===== src/rtl/fifo_pkg.sv =====
// +--------------------------------------------------------------------------+
// | fifo_pkg : shared constants and helpers for the parametrised sync FIFO    |
// | rev 1.0                                                                   |
// +--------------------------------------------------------------------------+
`default_nettype none

package fifo_pkg;

  localparam int DEFAULT_DATA_WIDTH = 8;
  localparam int DEFAULT_DEPTH      = 16;

  localparam int FIFO_MODE_STD  = 0;
  localparam int FIFO_MODE_FWFT = 1;

  function automatic int addr_width(input int n);
    int w;
    w = 0;
    for (int i = 0; i < 31; i++) begin
      if ((1 << i) < n) w = i + 1;
    end
    return w;
  endfunction

endpackage

`default_nettype wire


===== src/rtl/sync_fifo_ram.sv =====
// +--------------------------------------------------------------------------+
// | sync_fifo_ram : storage array, synchronous write / asynchronous read      |
// | rev 1.0                                                                   |
// +--------------------------------------------------------------------------+
`default_nettype none

module sync_fifo_ram
  import fifo_pkg::*;
#(
  parameter int DATA_WIDTH = DEFAULT_DATA_WIDTH,
  parameter int DEPTH      = DEFAULT_DEPTH,
  parameter int AW         = addr_width(DEPTH)
) (
  input  logic                  clk,
  input  logic                  wr_en,
  input  logic [AW-1:0]         wr_addr,
  input  logic [DATA_WIDTH-1:0] wr_data,
  input  logic [AW-1:0]         rd_addr,
  output logic [DATA_WIDTH-1:0] rd_data
);

  // Contents are deliberately left unreset so the array maps onto RAM.
  logic [DATA_WIDTH-1:0] mem [DEPTH];

  always_ff @(posedge clk) begin
    if (wr_en) mem[wr_addr] <= wr_data;
  end

  assign rd_data = mem[rd_addr];

endmodule

`default_nettype wire


===== src/rtl/sync_fifo_param.sv =====
// +--------------------------------------------------------------------------+
// | sync_fifo_param : single-clock FIFO with status, errors and FWFT option   |
// | rev 1.0                                                                   |
// +--------------------------------------------------------------------------+
`default_nettype none

module sync_fifo_param
  import fifo_pkg::*;
#(
  parameter int DATA_WIDTH          = DEFAULT_DATA_WIDTH,
  parameter int DEPTH               = DEFAULT_DEPTH,
  parameter int ALMOST_FULL_THRESH  = 14,
  parameter int ALMOST_EMPTY_THRESH = 2,
  parameter int FWFT                = FIFO_MODE_STD
) (
  input  logic                       clk,
  input  logic                       reset,
  input  logic                       write_enable,
  input  logic [DATA_WIDTH-1:0]      data_in,
  input  logic                       read_enable,
  output logic [DATA_WIDTH-1:0]      data_out,
  output logic                       data_valid,
  output logic                       full,
  output logic                       empty,
  output logic                       almost_full,
  output logic                       almost_empty,
  output logic [addr_width(DEPTH):0] fill_count,
  input  logic                       clear_errors,
  output logic                       overflow,
  output logic                       underflow
);

  localparam int AW = addr_width(DEPTH);
  localparam int CW = AW + 1;

  generate
    if ((DEPTH < 4) || ((DEPTH & (DEPTH - 1)) != 0)) begin : g_bad_depth
      $error("sync_fifo_param: DEPTH must be a power of two and >= 4");
    end
    if ((ALMOST_FULL_THRESH < 1) || (ALMOST_FULL_THRESH > DEPTH)) begin : g_bad_af
      $error("sync_fifo_param: ALMOST_FULL_THRESH out of range");
    end
    if ((ALMOST_EMPTY_THRESH < 0) || (ALMOST_EMPTY_THRESH > DEPTH - 1)) begin : g_bad_ae
      $error("sync_fifo_param: ALMOST_EMPTY_THRESH out of range");
    end
    if ((FWFT != FIFO_MODE_STD) && (FWFT != FIFO_MODE_FWFT)) begin : g_bad_mode
      $error("sync_fifo_param: FWFT must be 0 or 1");
    end
  endgenerate

  logic [CW-1:0]         wr_ptr, rd_ptr;
  logic [CW-1:0]         wr_ptr_nxt, rd_ptr_nxt, count_nxt;
  logic                  wr_accept, rd_accept;
  logic [DATA_WIDTH-1:0] ram_rdata;

  // Accept decisions use the registered flags only, never the live count.
  assign wr_accept  = write_enable & ~full;
  assign rd_accept  = read_enable & ~empty;
  assign wr_ptr_nxt = wr_ptr + CW'(wr_accept);
  assign rd_ptr_nxt = rd_ptr + CW'(rd_accept);
  assign count_nxt  = wr_ptr_nxt - rd_ptr_nxt;

  sync_fifo_ram #(
    .DATA_WIDTH (DATA_WIDTH),
    .DEPTH      (DEPTH),
    .AW         (AW)
  ) u_ram (
    .clk     (clk),
    .wr_en   (wr_accept),
    .wr_addr (wr_ptr[AW-1:0]),
    .wr_data (data_in),
    .rd_addr (rd_ptr[AW-1:0]),
    .rd_data (ram_rdata)
  );

  always_ff @(posedge clk or posedge reset) begin
    if (reset) begin
      wr_ptr       <= '0;
      rd_ptr       <= '0;
      fill_count   <= '0;
      full         <= 1'b0;
      empty        <= 1'b1;
      almost_full  <= 1'b0;
      almost_empty <= 1'b1;
      overflow     <= 1'b0;
      underflow    <= 1'b0;
    end else begin
      wr_ptr       <= wr_ptr_nxt;
      rd_ptr       <= rd_ptr_nxt;
      fill_count   <= count_nxt;
      full         <= (count_nxt == CW'(DEPTH));
      empty        <= (count_nxt == '0);
      almost_full  <= (count_nxt >= CW'(ALMOST_FULL_THRESH));
      almost_empty <= (count_nxt <= CW'(ALMOST_EMPTY_THRESH));
      // A new error in the same cycle as clear_errors must survive the clear.
      overflow     <= (write_enable & full) | (overflow & ~clear_errors);
      underflow    <= (read_enable & empty) | (underflow & ~clear_errors);
    end
  end

  generate
    if (FWFT == FIFO_MODE_FWFT) begin : g_fwft
      assign data_out   = empty ? '0 : ram_rdata;
      assign data_valid = ~empty;
    end else begin : g_std
      logic [DATA_WIDTH-1:0] dout_q;
      logic                  valid_q;

      always_ff @(posedge clk or posedge reset) begin
        if (reset) begin
          dout_q  <= '0;
          valid_q <= 1'b0;
        end else begin
          valid_q <= rd_accept;
          if (rd_accept) dout_q <= ram_rdata;
        end
      end

      assign data_out   = dout_q;
      assign data_valid = valid_q;
    end
  endgenerate

endmodule

`default_nettype wire


===== config.mk =====
export PLATFORM = sky130hd
export DESIGN_NAME = sync_fifo_param
export DESIGN_NICKNAME = d
export VERILOG_FILES = /design/src/rtl/fifo_pkg.sv /design/src/rtl/sync_fifo_ram.sv /design/src/rtl/sync_fifo_param.sv
export SDC_FILE = /design/constraint.sdc
export NUM_CORES = 1
export LEC_CHECK = 0
export ABC_AREA = 1
export BUFFER_PORTS_ARGS = -buffer_cell sky130_fd_sc_hd__buf_2
export CORE_ASPECT_RATIO = 1.2
export CORE_MARGIN = 4
export CORE_UTILIZATION = 65
export CTS_CLUSTER_SIZE = 30
export DETAILED_ROUTE_END_ITERATION = 10
export GPL_TIMING_DRIVEN = 0
export PLACE_DENSITY = 0.84
export SLEW_MARGIN = 40
export SYNTH_ARGS = -nofsm -noshare
export SYNTH_HDL_FRONTEND = slang
export SYNTH_SLANG_ARGS = --single-unit

===== constraint.sdc =====
create_clock -name clk -period 6.2 [get_ports clk]
set_input_delay 0.31 -clock clk [delete_from_list [all_inputs] [get_ports clk]]
set_output_delay 0.31 -clock clk [all_outputs]
set_load 0.02 [all_outputs]

==> run metrics, run 1 <==
CTS sink cnt=~160; crit path cell chain=nor2_2, ha_1, ha_1, xnor2_1, ha_1, nor2_1, nand3_1, a21oi_1, nand2_1, nor2_1; post-synthesis cell area=6580 um2; Synth Instances=583; Initial Util=0.661; CP Launch Point=empty$_DFF_PP1_; share of layout cells above drive strength 1=0.156; clock share of power=0.242; num rows=40; CTS tree=done; Core Region=9960 um2; Total Nets Final=656; worst skew pair latency=0.43 ns; ranking of synthesized cells by area=edfxtp_1 (58%), nand2_1 (12%), dfrtp_1 (11%), nand3_1 (5.8%), a21boi_0 (1.6%); Final Hold Vio Count=0; register area share after synthesis=0.698; Int Pwr=about 2.3 mW; Tightest Pin Transition=approximately 0.85 ns; initial antenna violation count=0; Ant. Diodes=0; switch share=0.409; WP data required=6.56 ns; Reg clk slew, reported paths=0.06 ns; Avg Inst Size Synth=11.3 um2; largest net degree at the start of global routing=31; r2r worst-path depth=10; DRC=0; setup slack, reg-to-reg=around 3.7 ns; synth warn=0; Area Overhead vs Synth=13.4%; TNS Setup=0 ns; WS Path Type=reg2reg; Num CTS Buffers=17; die height=118 um; drt pass-1 iters=6; Slew Limit Headroom=0.434; reg-to-reg startpoint=empty$_DFF_PP1_; Post-CTS Setup Bufs=0; Max Fclk=397 MHz; I/O Pins=33; minimum clock period=2.52 ns; Die W=~100 um; Routed Wire Length=16000 um; worst-path fanout max=11; vias=4798; Worst EP arrival=between 2 and 3 ns; Routed WL per cell=slightly above 20 um; max-slew violations=0; Pwr Density=524 nW/um2; RSZ-0062 raised after global routing=no; Stages on worst setup path=10; dominant cell type by area after synthesis=edfxtp_1; I/O Buffers=32; GRT overflow=0; Hold WC Path Type=in2reg; first-pass GRT wire length=24900 um; slowest cell on the critical path=nor2_2; Initial DRC Count=620; Die Area=between 10000 and 15000 um2; final worst path period share=0.406; delay of the slowest critical-path stage=about 0.44 ns; Buf+Inv Stages, Crit Path=0; GP Congestion=0.873; P_sw=about 1.6 mW; Crit path max-delay family=simple AND/OR/NAND/NOR gates; ANT nets after route=0; Fill cells=600; vias in the first global route=4785; area share of the largest cell type after synthesis=0.584; GRT Total Usage=0.288; library cells used by synthesis=27; final setup fails=0; startpoint types=register; Critical Path Sink=empty$_DFF_PP1_; Leakage=a little over 3 nW; synthesized net count=604; CTS H-Tree Depth=4; Clock Path Buffers=2; Layout Skew=0.00768 ns; Comb power frac=0.397; Final Util=0.750; clock root buffer=clkbuf_16; drt via density=between 6 and 7; max-cap violations=0; Worst VDD drop=0.450 mV; HPWL Detailed=10100 um; Most common cell on crit path=ha_1; sequential power share=0.361; CP endpoint kind=register; #FFs+latches synth=158; Worst R2R End=empty$_DFF_PP1_; outcome=complete, no violations
==> repair_timing <==
action,CTS,global route
hold buffers,1,0
resized for setup,0,0
endpoints found under the hold margin,28,0
==> layout by cell type (no fill, tap or decap) <==
master / instances
a21boi_0: 14
a21oi_1: 16
buf_1: 1
buf_2: 43
buf_4: 5
buf_6: 1
clkbuf_1: 3
clkbuf_16: 17
clkinv_1: 3
clkinv_2: 1
clkinv_4: 4
clkinvlp_4: 3
dfrtp_1: 28
dfstp_2: 2
dlygate4sd3_1: 1
edfxtp_1: 128
ha_1: 8
inv_1: 26
inv_2: 4
inv_6: 5
inv_8: 1
nand2_1: 205
nand2_2: 6
nand3_1: 76
nand3_2: 1
nand4_1: 2
nor2_1: 17
nor2_2: 7
nor2_4: 1
o211ai_1: 14
o21ai_0: 2
xnor2_1: 1
xor2_1: 2
==> power groups by stage <==
| stage | sequential (mW) | combinational [mW] | clock, mW |
|---|---|---|---|
| after floorplan | 1.48 | 0.993 | 0 |
| after global placement | 1.42 | 1.43 | 0 |
| after detailed placement | 1.43 | 1.49 | 0 |
| after CTS | 1.41 | 1.52 | 0.947 |
| after global routing | 1.42 | 1.72 | 1.00 |
| final | 1.41 | 1.56 | 0.947 |
==> flip-flops by register name, summed over array words and instances (netlist names), 5 cells and up <==
register and cells:
u_ram.mem 128, data_out 8, rd_ptr 5, wr_ptr 5, fill_count 5
==> cells by family (layout without fill, tap and decap cells) <==
| kind of cell | count (synthesis) | count (layout) | synth area share |
|---|---|---|---|
| simple gates | 315 | 315 | 0.200 |
| flops | 158 | 158 | 0.698 |
| buf+inv | 53 | 118 | 0.0374 |
| compound gates | 46 | 46 | 0.0456 |
| fa+ha+maj | 8 | 8 | 0.0152 |
| xor+xnor | 3 | 3 | 0.00399 |
==> layer usage <==
metal / track usage / vias up / wire, um
met1: 0.361 / 2269 / 5530
met3: 0.0744 / 84 / 1600
met2: 0.451 / 341 / 7880
met5: 0 / - / 0
met4: 0.167 / 0 / 993
li1: - / 2104 / -
==> final cells by class <==
class,instances,area (um2),share of cell area
clock inverter,15,114,0.0153
sequential,158,4600,0.616
timing repair buffer,33,170,0.0228
multi-input combinational,372,1760,0.235
clock buffer,17,425,0.0570
inverter,32,128,0.0171
tap,126,158,0.0211
buffer,21,119,0.0159
==> how the worst min path moves through the flow <==
stage | start | slack, ns | depth (start not counted) | to
finish | clear_errors | 0.09 | 2 | overflow$_DFF_PP0_
global route | clear_errors | 0.09 | 2 | overflow$_DFF_PP0_
CTS | clear_errors | 0.08 | 2 | overflow$_DFF_PP0_
detailed placement | reset | 0.43 | 2 | data_out[2]$_DFFE_PP0N_
global placement | data_out[1]$_DFFE_PP0N_ | 0.47 | 2 | data_out[1]$_DFFE_PP0N_
floorplan | reset | 0.40 | 1 | almost_full$_DFF_PP0_
==> worst reg2reg max path, cell delays in order, from the launching register on <==
cell,delay (ns)
dfstp_2,0.38
nor2_2,0.44
ha_1,0.30
ha_1,0.30
xnor2_1,0.16
ha_1,0.20
nor2_1,0.14
nand3_1,0.14
a21oi_1,0.17
nand2_1,0.10
nor2_1,0.13
==> synthesized netlist by cell type, drive strengths merged <==
cell	n
nand2	211
edfxtp	128
nand3	77
inv	31
dfrtp	28
nor2	25
buf	18
a21oi	16
a21boi	14
o211ai	14
ha	8
clkbuf	3
dfstp	2
nand4	2
o21ai	2
xor2	2
clkinv	1
xnor2	1
==> through the flow <==
step	power [mW]	setup slack, ns	cells	area, um2	hold WS [ns]
floorplan	2.47	4.06	583	6580	0.399
global placement	2.85	3.75	741	6900	0.466
detailed placement	2.92	3.69	741	6900	0.431
CTS	3.88	3.72	774	7450	0.0822
global route	4.14	3.47	774	7470	0.0902
finish	3.91	3.68	774	7470	0.0868
Note: power is estimated with default switching activity, not from simulation.
==> inputs of run 2 (changes only) <==
--- a/config.mk
+++ b/config.mk
@@ -9,11 +9,11 @@
 export BUFFER_PORTS_ARGS = -buffer_cell sky130_fd_sc_hd__buf_2
 export CORE_ASPECT_RATIO = 1.2
 export CORE_MARGIN = 4
-export CORE_UTILIZATION = 65
+export CORE_UTILIZATION = 55
 export CTS_CLUSTER_SIZE = 30
 export DETAILED_ROUTE_END_ITERATION = 10
 export GPL_TIMING_DRIVEN = 0
-export PLACE_DENSITY = 0.84
+export PLACE_DENSITY = 0.76
 export SLEW_MARGIN = 40
 export SYNTH_ARGS = -nofsm -noshare
 export SYNTH_HDL_FRONTEND = slang
==> constraint.sdc (replaced) <==
create_clock -name clk -period 2.1 [get_ports clk]
set_input_delay 0.105 -clock clk [delete_from_list [all_inputs] [get_ports clk]]
set_output_delay 0.105 -clock clk [all_outputs]
set_load 0.02 [all_outputs]
==> run 2 against run 1 <==
Net effect: first-iteration DRC count grew 4.5%; combinational power grew to 3.2 times the previous value; setup slack worse by 3.6 ns; die area rose by 17%.
==> run metrics, run 2 (synthesis gave the netlist of run 1 again) <==
GRT overflow=0; I/O Buffers=32; Initial DRC Count=648; grt met1 use=0.288; Core Region=11600 um2; Post-DP Area=6960 um2; GP Congestion=0.907; I/O Pins=33; worst-path fanout max=4; Leakage=slightly above 3 nW; CP endpoint kind=register; Layout Skew=between 0.009 and 0.01 ns; drt via density=5.64; CTS tree=done; first-pass GRT wire length=24500 um; Placed Cells incl. Taps=772; Final Hold Vio Count=0; most frequent cells in the layout=nand2_1 (203), edfxtp_1 (128), nand3_1 (74), buf_2 (43), dfrtp_1 (27); Die W=108 um; Max Fclk=502 MHz; CTS H-Tree Depth=4; Final Util=0.666; CTS sink cnt=158; Worst VDD drop=1.21 mV; max FFs per register=128; minimum clock period=1.99 ns; M2 GR Usage=0.422; num rows=43; Reg with most FFs=u_ram.mem; vias in the first global route=around 4600; GRT Total Usage=0.241; Reg clk slew, reported paths=0.06 ns; DRC=0; vias=approximately 4600; startpoint types=register; largest net degree at the start of global routing=31; Hold WC Path Type=in2reg; Ant. Diodes=0; Die Area=13800 um2; Worst EP arrival=between 2 and 2.5 ns; Initial Util=0.567; Num CTS Buffers=17; Design Area, Final=7740 um2; Routed Wire Length=15800 um; max-slew violations=0; max-cap violations=0; worst skew pair latency=roughly 0.43 ns; most used routing layer=met2; most common cell after layout, fill and taps aside=nand2_1; final worst path period share=0.949; Routed WL per cell=19.4 um; WP data required=around 2.5 ns; drt pass-1 iters=6; Final Non-Filler Cells=813; share of layout cells above drive strength 1=0.189; final setup fails=0; clock root buffer=clkbuf_16; die height=128 um; ANT nets after route=0; Area Overhead vs Synth=17.6%; Pwr Density=approximately 1600 nW/um2; global routing usage on met3=0.0524; Pwr Total=12.2 mW; WS Path Type=reg2reg; HPWL Detailed=10200 um; outcome=complete, no violations; Slew Limit Headroom=0.438; Total Nets Final=664; Tightest Pin Transition=0.839 ns; Clock Path Buffers=2; initial antenna violation count=0
## run 2: cell count changes in the layout (fill, tap and decap cells not counted), sizes merged
cell         previous run  this run
buf                    50        55
clkbuf                 20        24
inv                    36        32
bufinv                  0         3
clkinvlp                3         0
dlygate4sd3             1         4
## run 2: repair_timing
item                       4_1_cts  5_1_grt
hold endpoints to repair        30        0
setup endpoints to repair       15        5
setup buffers                    3        3
hold buffers                     4        0
resized for setup                7       17
pin swaps                        2        4
## run 2: worst max-delay path, cell delays in order, from the launching register on
cell and delay [ns]:
dfstp_2 0.56, nor2_4 0.04, ha_2 0.19, ha_4 0.24, xnor2_2 0.15, ha_4 0.16
nor2_2 0.13, inv_2 0.07, nand3_2 0.09, nand2_1 0.07, nand2_1 0.07, nand2_2 0.06
nor2_1 0.09
## run 2: path summary, 6_finish.rpt
check                                             start                          to  slack [ns]  depth (start not counted)
worst max-delay path                    empty$_DFF_PP1_             empty$_DFF_PP1_        0.11                         12
worst min-delay path                         data_in[6]  u_ram.mem[13][6]$_DFFE_PP_        0.06                          1
worst max register to register          empty$_DFF_PP1_             empty$_DFF_PP1_        0.11                         12
worst min register to register  data_out[3]$_DFFE_PP0N_     data_out[3]$_DFFE_PP0N_        0.48                          2
max in group asynchronous                         reset         rd_ptr[1]$_DFF_PP0_        1.33                          3
min in group asynchronous                         reset     data_out[1]$_DFFE_PP0N_        0.32                          3
## run 2: metrics by stage
| step | hold slack (ns) | setup WS (ns) | TNS [ns] |
|---|---|---|---|
| CTS | 0.0540 | 0.00650 | 0 |
| finish | 0.0615 | 0.106 | 0 |
| detailed placement | 0.223 | -0.244 | -1.38 |
| global placement | 0.305 | -0.199 | -0.982 |
| global route | 0.0636 | -0.0603 | -0.183 |
| floorplan | 0.194 | 0.0150 | 0 |
## run 2: layer usage
| metal | up-vias | part of all wire | routed length (um) |
|---|---|---|---|
| met5 | - | 0 | 0 |
| met4 | 0 | 0.035 | 552 |
| met3 | 54 | 0.067 | 1050 |
| met2 | 204 | 0.53 | 8400 |
| met1 | 2215 | 0.37 | 5750 |
| li1 | 2114 | - | - |
## run 2: cell type report
cell class | count | area, um2
Inverter | 32 | 130
Clock buffer | 21 | 440
Tap cell | 157 | 196
Clock inverter | 11 | 143
Fill cell | 827 | 3880
Sequential cell | 158 | 4600
Timing Repair Buffer | 42 | 245
Multi-Input combinational cell | 372 | 1870
Buffer | 20 | 119
## run 2: where the power goes
group          internal, mW  switching (mW)
Sequential             3.94           0.226
Clock                  1.86            1.19
Combinational          1.60            3.33
